==> src/rtl/parking_day_logger.sv <==
// ============================================================================
// Module   : parking_day_logger
// Purpose  : Per-hour arrival log, rush-hour window capture and end-of-day
//            report reader for the parking lot simulator.
// Revision : 1.0 - initial release
// ============================================================================
`default_nettype none

module parking_day_logger #(
    parameter int HOURS = 8,
    parameter int CNT_W = 4,
    parameter int HW    = $clog2(HOURS)
) (
    input  logic             clk,
    input  logic             reset,
    input  logic             hour_adv,
    input  logic             car_in,
    input  logic             lot_full,
    input  logic             lot_empty,
    input  logic             rd_next,
    output logic [HW-1:0]    hour,
    output logic             day_done,
    output logic [HW-1:0]    rush_start,
    output logic             rush_start_vld,
    output logic [HW-1:0]    rush_end,
    output logic             rush_end_vld,
    output logic [HW-1:0]    rd_idx,
    output logic [CNT_W-1:0] rd_count,
    output logic             rd_valid
);

    localparam logic [CNT_W-1:0] c_cnt_max   = '1;
    localparam logic [HW-1:0]    c_last_hour = HW'(HOURS - 1);

    typedef enum logic [0:0] {
        ST_COUNT  = 1'b0,
        ST_REPORT = 1'b1
    } state_t;

    state_t           state_q, state_d;
    logic [HW-1:0]    hour_q, hour_d;
    logic [CNT_W-1:0] cur_cnt_q, cur_cnt_d;
    logic [CNT_W-1:0] log_q [HOURS];
    logic [CNT_W-1:0] log_d [HOURS];
    logic [HW-1:0]    rush_start_q, rush_start_d;
    logic             rush_start_vld_q, rush_start_vld_d;
    logic [HW-1:0]    rush_end_q, rush_end_d;
    logic             rush_end_vld_q, rush_end_vld_d;
    logic [HW-1:0]    rd_idx_q, rd_idx_d;

    logic [CNT_W-1:0] w_cnt_inc;
    logic [CNT_W-1:0] w_rd_count;

    // Saturating count including any car arriving this cycle.
    assign w_cnt_inc = (cur_cnt_q == c_cnt_max) ? c_cnt_max
                                                : cur_cnt_q + CNT_W'(car_in);

    always_comb begin
        state_d          = state_q;
        hour_d           = hour_q;
        cur_cnt_d        = cur_cnt_q;
        log_d            = log_q;
        rush_start_d     = rush_start_q;
        rush_start_vld_d = rush_start_vld_q;
        rush_end_d       = rush_end_q;
        rush_end_vld_d   = rush_end_vld_q;
        rd_idx_d         = rd_idx_q;

        if (state_q == ST_COUNT) begin
            cur_cnt_d = w_cnt_inc;
            if (hour_adv) begin
                for (int i = 0; i < HOURS; i++) begin
                    if (hour_q == HW'(i)) begin
                        log_d[i] = w_cnt_inc;
                    end
                end
                cur_cnt_d = '0;
                if (hour_q == c_last_hour) begin
                    state_d = ST_REPORT;
                end else begin
                    hour_d = hour_q + 1'b1;
                end
            end

            // End capture keys off the registered start flag, so a start
            // captured this cycle cannot also close the window.
            if (!rush_start_vld_q && lot_full) begin
                rush_start_d     = hour_q;
                rush_start_vld_d = 1'b1;
            end else if (rush_start_vld_q && !rush_end_vld_q && lot_empty) begin
                rush_end_d     = hour_q;
                rush_end_vld_d = 1'b1;
            end
        end else begin
            if (rd_next) begin
                rd_idx_d = (rd_idx_q == c_last_hour) ? '0 : rd_idx_q + 1'b1;
            end
        end
    end

    always_ff @(posedge clk) begin
        if (reset) begin
            state_q          <= ST_COUNT;
            hour_q           <= '0;
            cur_cnt_q        <= '0;
            for (int i = 0; i < HOURS; i++) begin
                log_q[i] <= '0;
            end
            rush_start_q     <= '0;
            rush_start_vld_q <= 1'b0;
            rush_end_q       <= '0;
            rush_end_vld_q   <= 1'b0;
            rd_idx_q         <= '0;
        end else begin
            state_q          <= state_d;
            hour_q           <= hour_d;
            cur_cnt_q        <= cur_cnt_d;
            log_q            <= log_d;
            rush_start_q     <= rush_start_d;
            rush_start_vld_q <= rush_start_vld_d;
            rush_end_q       <= rush_end_d;
            rush_end_vld_q   <= rush_end_vld_d;
            rd_idx_q         <= rd_idx_d;
        end
    end

    // Zero-latency report read; forced to zero outside REPORT.
    always_comb begin
        w_rd_count = '0;
        if (state_q == ST_REPORT) begin
            for (int i = 0; i < HOURS; i++) begin
                if (rd_idx_q == HW'(i)) begin
                    w_rd_count = log_q[i];
                end
            end
        end
    end

    assign hour           = hour_q;
    assign day_done       = (state_q == ST_REPORT);
    assign rd_valid       = (state_q == ST_REPORT);
    assign rush_start     = rush_start_q;
    assign rush_start_vld = rush_start_vld_q;
    assign rush_end       = rush_end_q;
    assign rush_end_vld   = rush_end_vld_q;
    assign rd_idx         = rd_idx_q;
    assign rd_count       = w_rd_count;

endmodule

`default_nettype wire

==> config.mk <==
export PLATFORM = sky130hd
export DESIGN_NAME = parking_day_logger
export DESIGN_NICKNAME = d
export VERILOG_FILES = /design/src/rtl/parking_day_logger.sv
export SDC_FILE = /design/constraint.sdc
export NUM_CORES = 1
export LEC_CHECK = 0
export ABC_AREA = 1
export BUFFER_PORTS_ARGS = -buffer_cell sky130_fd_sc_hd__buf_2
export CAP_MARGIN = 20
export CORE_MARGIN = 5
export CORE_UTILIZATION = 45
export CTS_CLUSTER_SIZE = 28
export DETAILED_ROUTE_END_ITERATION = 16
export HOLD_SLACK_MARGIN = 0.05
export MAX_ROUTING_LAYER = met4
export PLACE_DENSITY = 0.73
export SLEW_MARGIN = 20
export SYNTH_ARGS = -nofsm -noshare
export SYNTH_HDL_FRONTEND = slang
export SYNTH_SLANG_ARGS = --single-unit
export TNS_END_PERCENT = 1
==> constraint.sdc <==
create_clock -name clk -period 4.58 [get_ports clk]
set_input_delay 0.916 -clock clk [delete_from_list [all_inputs] [get_ports clk]]
set_output_delay 0.916 -clock clk [all_outputs]
set_load 0.01 [all_outputs]
==> impl_metrics.yaml, run 1 <==
run_status:
  status: "completed"
detailed_routing:
  drc: 0
  drt_iter0_markers: 155
  wl_per_cell_um: 12.5
  wirelength_um: 5310
  viasPerCell: 5.00
  drt-pass1-iter-count: 4
  via_count: 2121
  final_antenna_net_count: 0
floorplan:
  core-area_um2: 5170
  pin_count: 27
  start_util_pct: 46.8
  die_area_um2: 6950
  rows: 26
  die_height_um: 83.4
  die_x_um: 83.4
pwr:
  powerDensity_nw_per_um2: 306
  p_sw_uw: 229
  pwr-share-seq_pct: 57.2
  leakage_uw: 0.00125
  switching_share_pct: 27.5
  comb_power_share_pct: 10.6
  p_int_uw: 604
  max-vdd-ir-drop_uv: 205
  clkPwrFrac_pct: 32.2
place:
  dp_worst_setup_slack_ns: 1.96
  io_buffers: 26
  dp.cells: 415
  postPlaceCellArea_um2: 2610
  gp_congestion: 0.837
  hpwl_um: 3840
clock_network:
  cts_tree: "yes"
  post_cts_resized: 0
  cts_hold_buffers: 0
  h-tree-depth: 2
  clkLatencyLatePin_ns: 0.31
  root_buffer: "clkbuf_8"
  clock_tree.buffer_depth: 2
  cts_setup_buffers: 0
  cts_made_buffers: 5
  cts_sinks: 51
  clk_pin_slew_worst_paths_ns: 0.10
grt:
  antenna_found_initial: 0
  grt_pass1_vias: 1952
  grtUsageTotal_pct: 16.5
  grt_pass1_wl_um: 9190
  grt_max_degree: 45
  overflow: 0
critical_path:
  cp_slowest_cell: "dfxtp_1"
  cp_cell_sequence: "inv_2 > ha_1 > inv_1 > o21ai_1 > inv_1 > nand2_1 > nand2_1 > nand2_1 > nand2_1 > nand2_1 > a21oi_1 > buf_2"
  required_ns: 3.66
  worst-path-buf-inv: 4
  cpMostUsedCell: "nand2_1"
  path_max_fanout: 12
  start_kind: "register"
  cp-startpoint: "rd_idx[2]"
  critPathTopFamily: "flip-flops"
  critPathCaptureType: "output pin"
  crit_arrival_ns: 2.04
  path_class: "reg2out"
  max_stage_delay_ns: 0.55
  r2r_start: "cur_cnt_q[0]"
timing:
  min_period_ns: 2.96
  finClkSkew_ns: 0.00603
  setup_tns_ns: 0
  finalCritPeriodShare_pct: 64.6
  finalSetupViolCount: 0
  rsz0062_at_grt: "false"
  postLayoutSetupSlackWorst_ns: 1.62
  final_hold_viol_count: 0
  worst_pin_slew_ns: 0.818
  drv_slew: 0
  max_freq_ghz: 0.338
  relSlewSlack_pct: 45.1
yosys:
  synth.most_common_cell: "nand2_1"
  yosysWarnings: 0
  synthTopCellsByArea: "dfxtp_1 (42%), a21oi_1 (11%), nand2_1 (8.2%)"
  syn_inst: 327
  synth-seq-area-share_pct: 42.1
  synth_edf_count: 0
  syn_area_um2: 2420
  synth_top_cell_area_share_pct: 42.1
  syn_nets: 348
  yosysTopAreaCell: "dfxtp_1"
  async_flop_share_pct: 0
  avgSynthCellArea_um2: 7.41
  synth_commonest_cells: "nand2_1 (53), a21oi_1 (51), dfxtp_1 (51)"
  ys_types: 22
  yosys_register_bits: 51
  synth-main-ff-cell: "dfxtp_1"
final_layout:
  area_delta_synth_final_pct: 12.5
  antenna_cells: 0
  fin_cells: 424
  fill_cells: 509
  multi_input_area_um2: 1190
  fin_area_um2: 2730
  postLayoutCoreUtil_pct: 52.7
  final_layout_size_suffix_gt1_share_pct: 13.8
  seq_area_um2: 1020
  finalNetCount: 374
worst_hold_path:
  worstHoldStart: "cur_cnt_q[0]"
  worstHoldPathType: "reg2reg"
job:
  drv_cap: 0
layout make-up:
class                           instances  area share, %
Clock buffer                            5           2.53
Clock inverter                          3          0.872
Inverter                               46           6.34
Multi-Input combinational cell        222           43.8
Sequential cell                        51           37.5
Tap cell                               70           3.21
Timing Repair Buffer                   27           5.79
flip-flops by register name, indices dropped and copies added, names as in the netlist:
signal	cells
cur_cnt_q	4
hour	3
rush_end	3
day_done	1
rush_start_vld	1
log_q	32
rush_end_vld	1
rush_start	3
rd_idx	3
worst min-delay path, delay by kind of cell (launching register included):
family | cells | cell delay (ns)
AO/OA/AOI/OAI | 1 | 0.05
flip-flops | 1 | 0.34
AND/OR/NAND/NOR | 1 | 0.06
power groups by stage:
stage | Clock, uW | Sequential, uW | Combinational [uW]
after floorplan | 0 | 487 | 58.0
after global placement | 0 | 486 | 84.4
after detailed placement | 0 | 487 | 86.2
after CTS | 275 | 477 | 86.5
after global routing | 294 | 479 | 103
final | 268 | 477 | 88.7
path summary, 6_finish.rpt:
path | cells past startpoint | endpoint | slack [ns]
setup / recovery | 12 | rd_count[2] | 1.62
hold reg to reg | 2 | cur_cnt_q[0] | 0.49
hold / removal | 2 | cur_cnt_q[0] | 0.49
setup reg to reg | 6 | cur_cnt_q[2] | 2.78
stage by stage:
step	total power, uW	hold slack [ns]
2_1_floorplan	545	0.453
3_3_place_gp	571	0.464
3_5_place_dp	573	0.480
4_1_cts	838	0.494
5_1_grt	877	0.536
6_report	834	0.489
kinds of logic (layout without fill, tap and decap cells):
group	after synthesis	after routing	synth area share [%]
buffers and inverters	54	81	8.57
and+or+nand+nor	97	97	18.6
AOI/OAI and AO/OA	111	111	23.5
adders and majority gates	14	14	7.23
DFF	51	51	42.1
placed cells by master (no fill, tap or decap), drive strengths merged:
| cell | synthesis | routed |
|---|---|---|
| buf | 2 | 27 |
| a21oi | 52 | 52 |
| o22ai | 1 | 1 |
| or2 | 1 | 1 |
| inv | 46 | 47 |
| a211oi | 2 | 2 |
| nand2 | 54 | 54 |
| o21a | 1 | 1 |
| nor2 | 20 | 20 |
| o21ai | 55 | 55 |
| dfxtp | 51 | 51 |
| clkinvlp | 0 | 2 |
| clkbuf | 6 | 5 |
| ha | 14 | 14 |
| nor3 | 8 | 8 |
| nand3 | 14 | 14 |
layer usage:
layer	global-route usage (%)	routed length, um	part of all wire [%]
met1	20.9	2600	49
met4	3.57	51	0.96
met2	26.5	2440	46
met5	-	0	0
met3	4.06	222	4.2
No activity file was read; power rests on OpenSTA's default activity.
==> run 2: changes to the inputs <==
Settings changed: PLACE_DENSITY 0.73 to 0.75.
Clock period 4.58 ns to 2.7 ns, I/O delays scaled along.
==> impl_metrics.yaml, run 2 (synthesis results as in run 1) <==
run_status:
  status: "completed"
detailed_routing:
  wirelength_um: 5370
  viasPerCell: 5.10
  wl_per_cell_um: 12.6
  final_antenna_net_count: 0
  drc: 0
  via_count: 2178
  drt-pass1-iter-count: 4
  drt_iter0_markers: 138
worst_hold_path:
  worstHoldStart: "cur_cnt_q[0]"
  hold_path_depth: 2
  worstHoldPathType: "reg2reg"
  hold_end: "cur_cnt_q[0]"
clock_network:
  clock_tree.buffer_depth: 2
  clk_pin_slew_worst_paths_ns: 0.09
  cts_setup_buffers: 0
  cts_tree: "yes"
  cts_sinks: 51
  h-tree-depth: 2
  cts_made_buffers: 5
  clkLatencyLatePin_ns: 0.30
  root_buffer: "clkbuf_8"
critical_path:
  r2r_end: "cur_cnt_q[2]"
  cp_cell_sequence: "ha_1 > ha_1 > inv_1 > o21ai_0 > inv_1 > nand2_1 > nand2_1 > nand2_1 > nand2_1 > nand2_1 > a21oi_1 > buf_2"
  crit_arrival_ns: 1.92
  path_class: "reg2out"
  critPathCaptureType: "output pin"
  r2r_cells: 6
  reg2reg_slack_ns: 0.89
  max_stage_delay_ns: 0.35
  start_kind: "register"
  r2r_start: "cur_cnt_q[0]"
  path_max_fanout: 5
  cp_slowest_cell: "dfxtp_1"
  cpMostUsedCell: "nand2_1"
  required_ns: 2.16
timing:
  final_hold_viol_count: 0
  finalSetupViolCount: 0
  rsz0062_at_grt: "false"
  setup_tns_ns: 0
  finClkSkew_ns: 0.00658
  min_period_ns: 2.46
  relSlewSlack_pct: 56.1
  max_freq_ghz: 0.407
  drv_slew: 0
  worst_pin_slew_ns: 0.654
  finalCritPeriodShare_pct: 90.9
floorplan:
  die_area_um2: 6950
  pin_count: 27
  start_util_pct: 46.8
  die_height_um: 83.4
  die_x_um: 83.4
  rows: 26
  core-area_um2: 5170
final_layout:
  fin_cells: 427
  area_delta_synth_final_pct: 14.6
  top_register: "log_q"
  final_layout_size_suffix_gt1_share_pct: 15.1
  largest_register_ffs: 32
  mostFrequentLayoutCell: "nand2_1"
  largestRegisters: "log_q: 32 flops, cur_cnt_q: 4 flops"
  postLayoutCoreUtil_pct: 53.7
  antenna_cells: 0
  finalNetCount: 377
  layout_common_cells: "nand2_1 (53), a21oi_1 (51), dfxtp_1 (50)"
pwr:
  pwr-share-seq_pct: 51.2
  powerDensity_nw_per_um2: 568
  comb_power_share_pct: 9.6
  p_int_uw: 1210
  max-vdd-ir-drop_uv: 362
  clkPwrFrac_pct: 39.2
  leakage_uw: 0.00128
  p_sw_uw: 368
  switching_share_pct: 23.3
grt:
  grt_pass1_vias: 2116
  grtUsageTotal_pct: 16.7
  antenna_found_initial: 0
  overflow: 0
  grt_max_degree: 45
  grt_pass1_wl_um: 9570
place:
  gp_congestion: 0.817
  io_buffers: 26
  dp.cells: 419
  hpwl_um: 3870
job:
  drv_cap: 0
[run 2: through the flow]
step | power (uW) | hold WS (ns) | area (um2) | worst slack (ns)
floorplan | 925 | 0.453 | 2420 | 0.634
global placement | 972 | 0.464 | 2640 | 0.446
detailed placement | 977 | 0.485 | 2640 | 0.428
CTS | 1590 | 0.500 | 2770 | 0.0861
global route | 1650 | 0.524 | 2780 | 0.0173
finish | 1580 | 0.493 | 2780 | 0.245
[run 2: worst max path at each step]
stage	start	to	slack (ns)
finish	rd_idx[0]	rd_count[3]	0.24
global placement	rd_idx[2]	rd_count[3]	0.45
floorplan	rd_idx[2]	rd_count[3]	0.63
global route	rd_idx[0]	rd_count[3]	0.02
detailed placement	rd_idx[2]	rd_count[3]	0.43
CTS	rd_idx[2]	rd_count[3]	0.09
[run 2: layout make-up]
cell class / instances / area (um2)
multi-input cells: 222 / 1200
repair buffers: 30 / 160
clock buffers: 6 / 72.6
clock inverters: 2 / 60.1
fillers: 478 / 2400
flip-flops and latches: 51 / 1020
well taps: 70 / 87.6
inverters: 46 / 173
[run 2: worst max-delay path: cells and delay by family (launching register included)]
kind	cells	cell delay, ns
AOI/OAI and AO/OA	2	0.21
adders and majority gates	2	0.49
buffers and inverters	3	0.33
DFF	1	0.35
and+or+nand+nor	5	0.24
[run 2: power by group through the flow]
stage	clock network (uW)	registers (uW)	logic (uW)
3_3_place_gp	0	825	147
5_1_grt	661	812	176
3_5_place_dp	0	825	153
2_1_floorplan	0	827	98.4
6_report	618	807	152
4_1_cts	629	808	153
[run 2: layer usage]
| metal | wire [um] | track usage, % |
|---|---|---|
| met4 | 50 | 3.27 |
| met3 | 297 | 3.47 |
| met5 | 0 | - |
| met1 | 2600 | 21.2 |
| met2 | 2430 | 27.7 |
[run 2: what timing repair did]
action,in CTS,in global routing
setup endpoints to repair,0,4
hold buffers,0,0
gates resized for setup,0,4
==> run 3: changes to the inputs <==
Settings changed: BUFFER_PORTS_ARGS -buffer_cell sky130_fd_sc_hd__buf_2 to -buffer_cell sky130_fd_sc_hd__buf_4, CORE_MARGIN 5 to 2, SKIP_LAST_GASP set to 1.
==> impl_metrics.yaml, run 3 (synthesis results as in run 1) <==
place:
  gp_congestion: 0.944
  postPlaceCellArea_um2: 2690
  hpwl_um: 3940
  io_buffers: 26
  dp_worst_setup_slack_ns: 0.422
critical_path:
  cpMostUsedCell: "nand2_1"
  crit_arrival_ns: 1.96
  max_stage_delay_ns: 0.36
  critPathTopFamily: "adder cells"
  reg2reg_slack_ns: 0.91
  path_max_fanout: 5
  worst-path-buf-inv: 3
  start_kind: "register"
  r2r_start: "cur_cnt_q[0]"
  cp_cell_sequence: "ha_1 > ha_1 > inv_1 > o21ai_0 > inv_1 > nand2_1 > nand2_1 > nand2_1 > nand2_1 > nand2_1 > a21oi_1 > buf_4"
  cp_slowest_cell: "dfxtp_1"
  r2r_cells: 6
  path_class: "reg2out"
  required_ns: 2.16
  r2r_end: "cur_cnt_q[2]"
  critPathCaptureType: "output pin"
detailed_routing:
  viasPerCell: 5.12
  drt_iter0_markers: 149
  wirelength_um: 5570
  final_antenna_net_count: 0
  via_count: 2182
  drc: 0
  wl_per_cell_um: 13.1
  drt-pass1-iter-count: 5
worst_hold_path:
  hold_path_depth: 2
  hold_end: "cur_cnt_q[3]"
  worstHoldStart: "reset"
  worstHoldPathType: "in2reg"
final_layout:
  largestRegisters: "log_q: 32 flops, cur_cnt_q: 4 flops"
  largest_register_ffs: 32
  fin_area_um2: 2830
  postLayoutCoreUtil_pct: 55.1
  final_layout_size_suffix_gt1_share_pct: 14.9
  antenna_cells: 0
  layout_common_cells: "nand2_1 (53), a21oi_1 (51), dfxtp_1 (50)"
  mostFrequentLayoutCell: "nand2_1"
  top_register: "log_q"
  fill_cells: 516
  area_delta_synth_final_pct: 17.0
  finalNetCount: 376
  seq_area_um2: 1020
  multi_input_area_um2: 1200
clock_network:
  cts_setup_buffers: 0
  clock_tree.buffer_depth: 2
  h-tree-depth: 2
  post_cts_resized: 0
  cts_made_buffers: 5
  clkLatencyLatePin_ns: 0.31
  cts_hold_buffers: 0
  cts_sinks: 51
  root_buffer: "clkbuf_8"
  clk_pin_slew_worst_paths_ns: 0.09
  cts_tree: "yes"
grt:
  grt_max_degree: 45
  overflow: 0
  antenna_found_initial: 0
  grt_pass1_wl_um: 9540
  grt_pass1_vias: 2069
  grtUsageTotal_pct: 20.5
job:
  drv_cap: 0
timing:
  worst_pin_slew_ns: 0.769
  finalCritPeriodShare_pct: 92.7
  finalSetupViolCount: 0
  drv_slew: 0
  final_hold_viol_count: 0
  max_freq_ghz: 0.400
  finClkSkew_ns: 0.00979
  min_period_ns: 2.50
  postLayoutSetupSlackWorst_ns: 0.197
  relSlewSlack_pct: 48.6
floorplan:
  die_height_um: 77.4
  start_util_pct: 47.1
  pin_count: 27
  rows: 26
  die_x_um: 77.4
  die_area_um2: 5990
  core-area_um2: 5140
pwr:
  max-vdd-ir-drop_uv: 338
  leakage_uw: 0.00128
  powerDensity_nw_per_um2: 561
  finalPower_uw: 1590
run_status:
  status: "completed"
[run 3: changes by cell type in the layout (fill, tap and decap cells not counted)]
cell	before	now
buf_2	26	0
buf_4	4	29
[run 3: layer usage]
metal / vias up / track usage, % / part of all wire, %
li1: 1135 / - / -
met1: 978 / 25.2 / 46
met2: 58 / 33.5 / 47
met3: 11 / 4.30 / 5.0
met4: 0 / 6.96 / 2.3
met5: - / - / 0
[run 3: area by class of cell]
type	instances	area share, %
inverter	46	6.09
sequential	51	36.2
timing repair buffer	29	7.68
clock buffer	6	2.56
tap	70	3.09
clock inverter	2	2.12
multi-input combinational	222	42.3
[run 3: where the power goes]
part | switching, uW | leakage (uW) | internal [uW]
clock | 252 | 0.0000654 | 370
sequential | 23.7 | 0.000416 | 785
combinational | 98.1 | 0.000798 | 59.9
[run 3: worst max-delay path by stage]
stage	slack, ns	to	startpoint	cells after the start
finish	0.20	rd_count[3]	rd_idx[1]	12
detailed placement	0.42	rd_count[3]	rd_idx[2]	12
CTS	0.08	rd_count[1]	rd_idx[2]	12
floorplan	0.63	rd_count[3]	rd_idx[2]	12
global route	-0.006	rd_count[3]	rd_idx[0]	13
global placement	0.44	rd_count[2]	rd_idx[2]	12
[run 3: per-stage QoR]
step | hold WS [ns] | TNS (ns) | instances
2_1_floorplan | 0.453 | 0 | 327
3_3_place_gp | 0.463 | 0 | 418
4_1_cts | 0.464 | 0 | 426
3_5_place_dp | 0.474 | 0 | 418
5_1_grt | 0.467 | -0.00648 | 426
6_report | 0.462 | 0 | 426
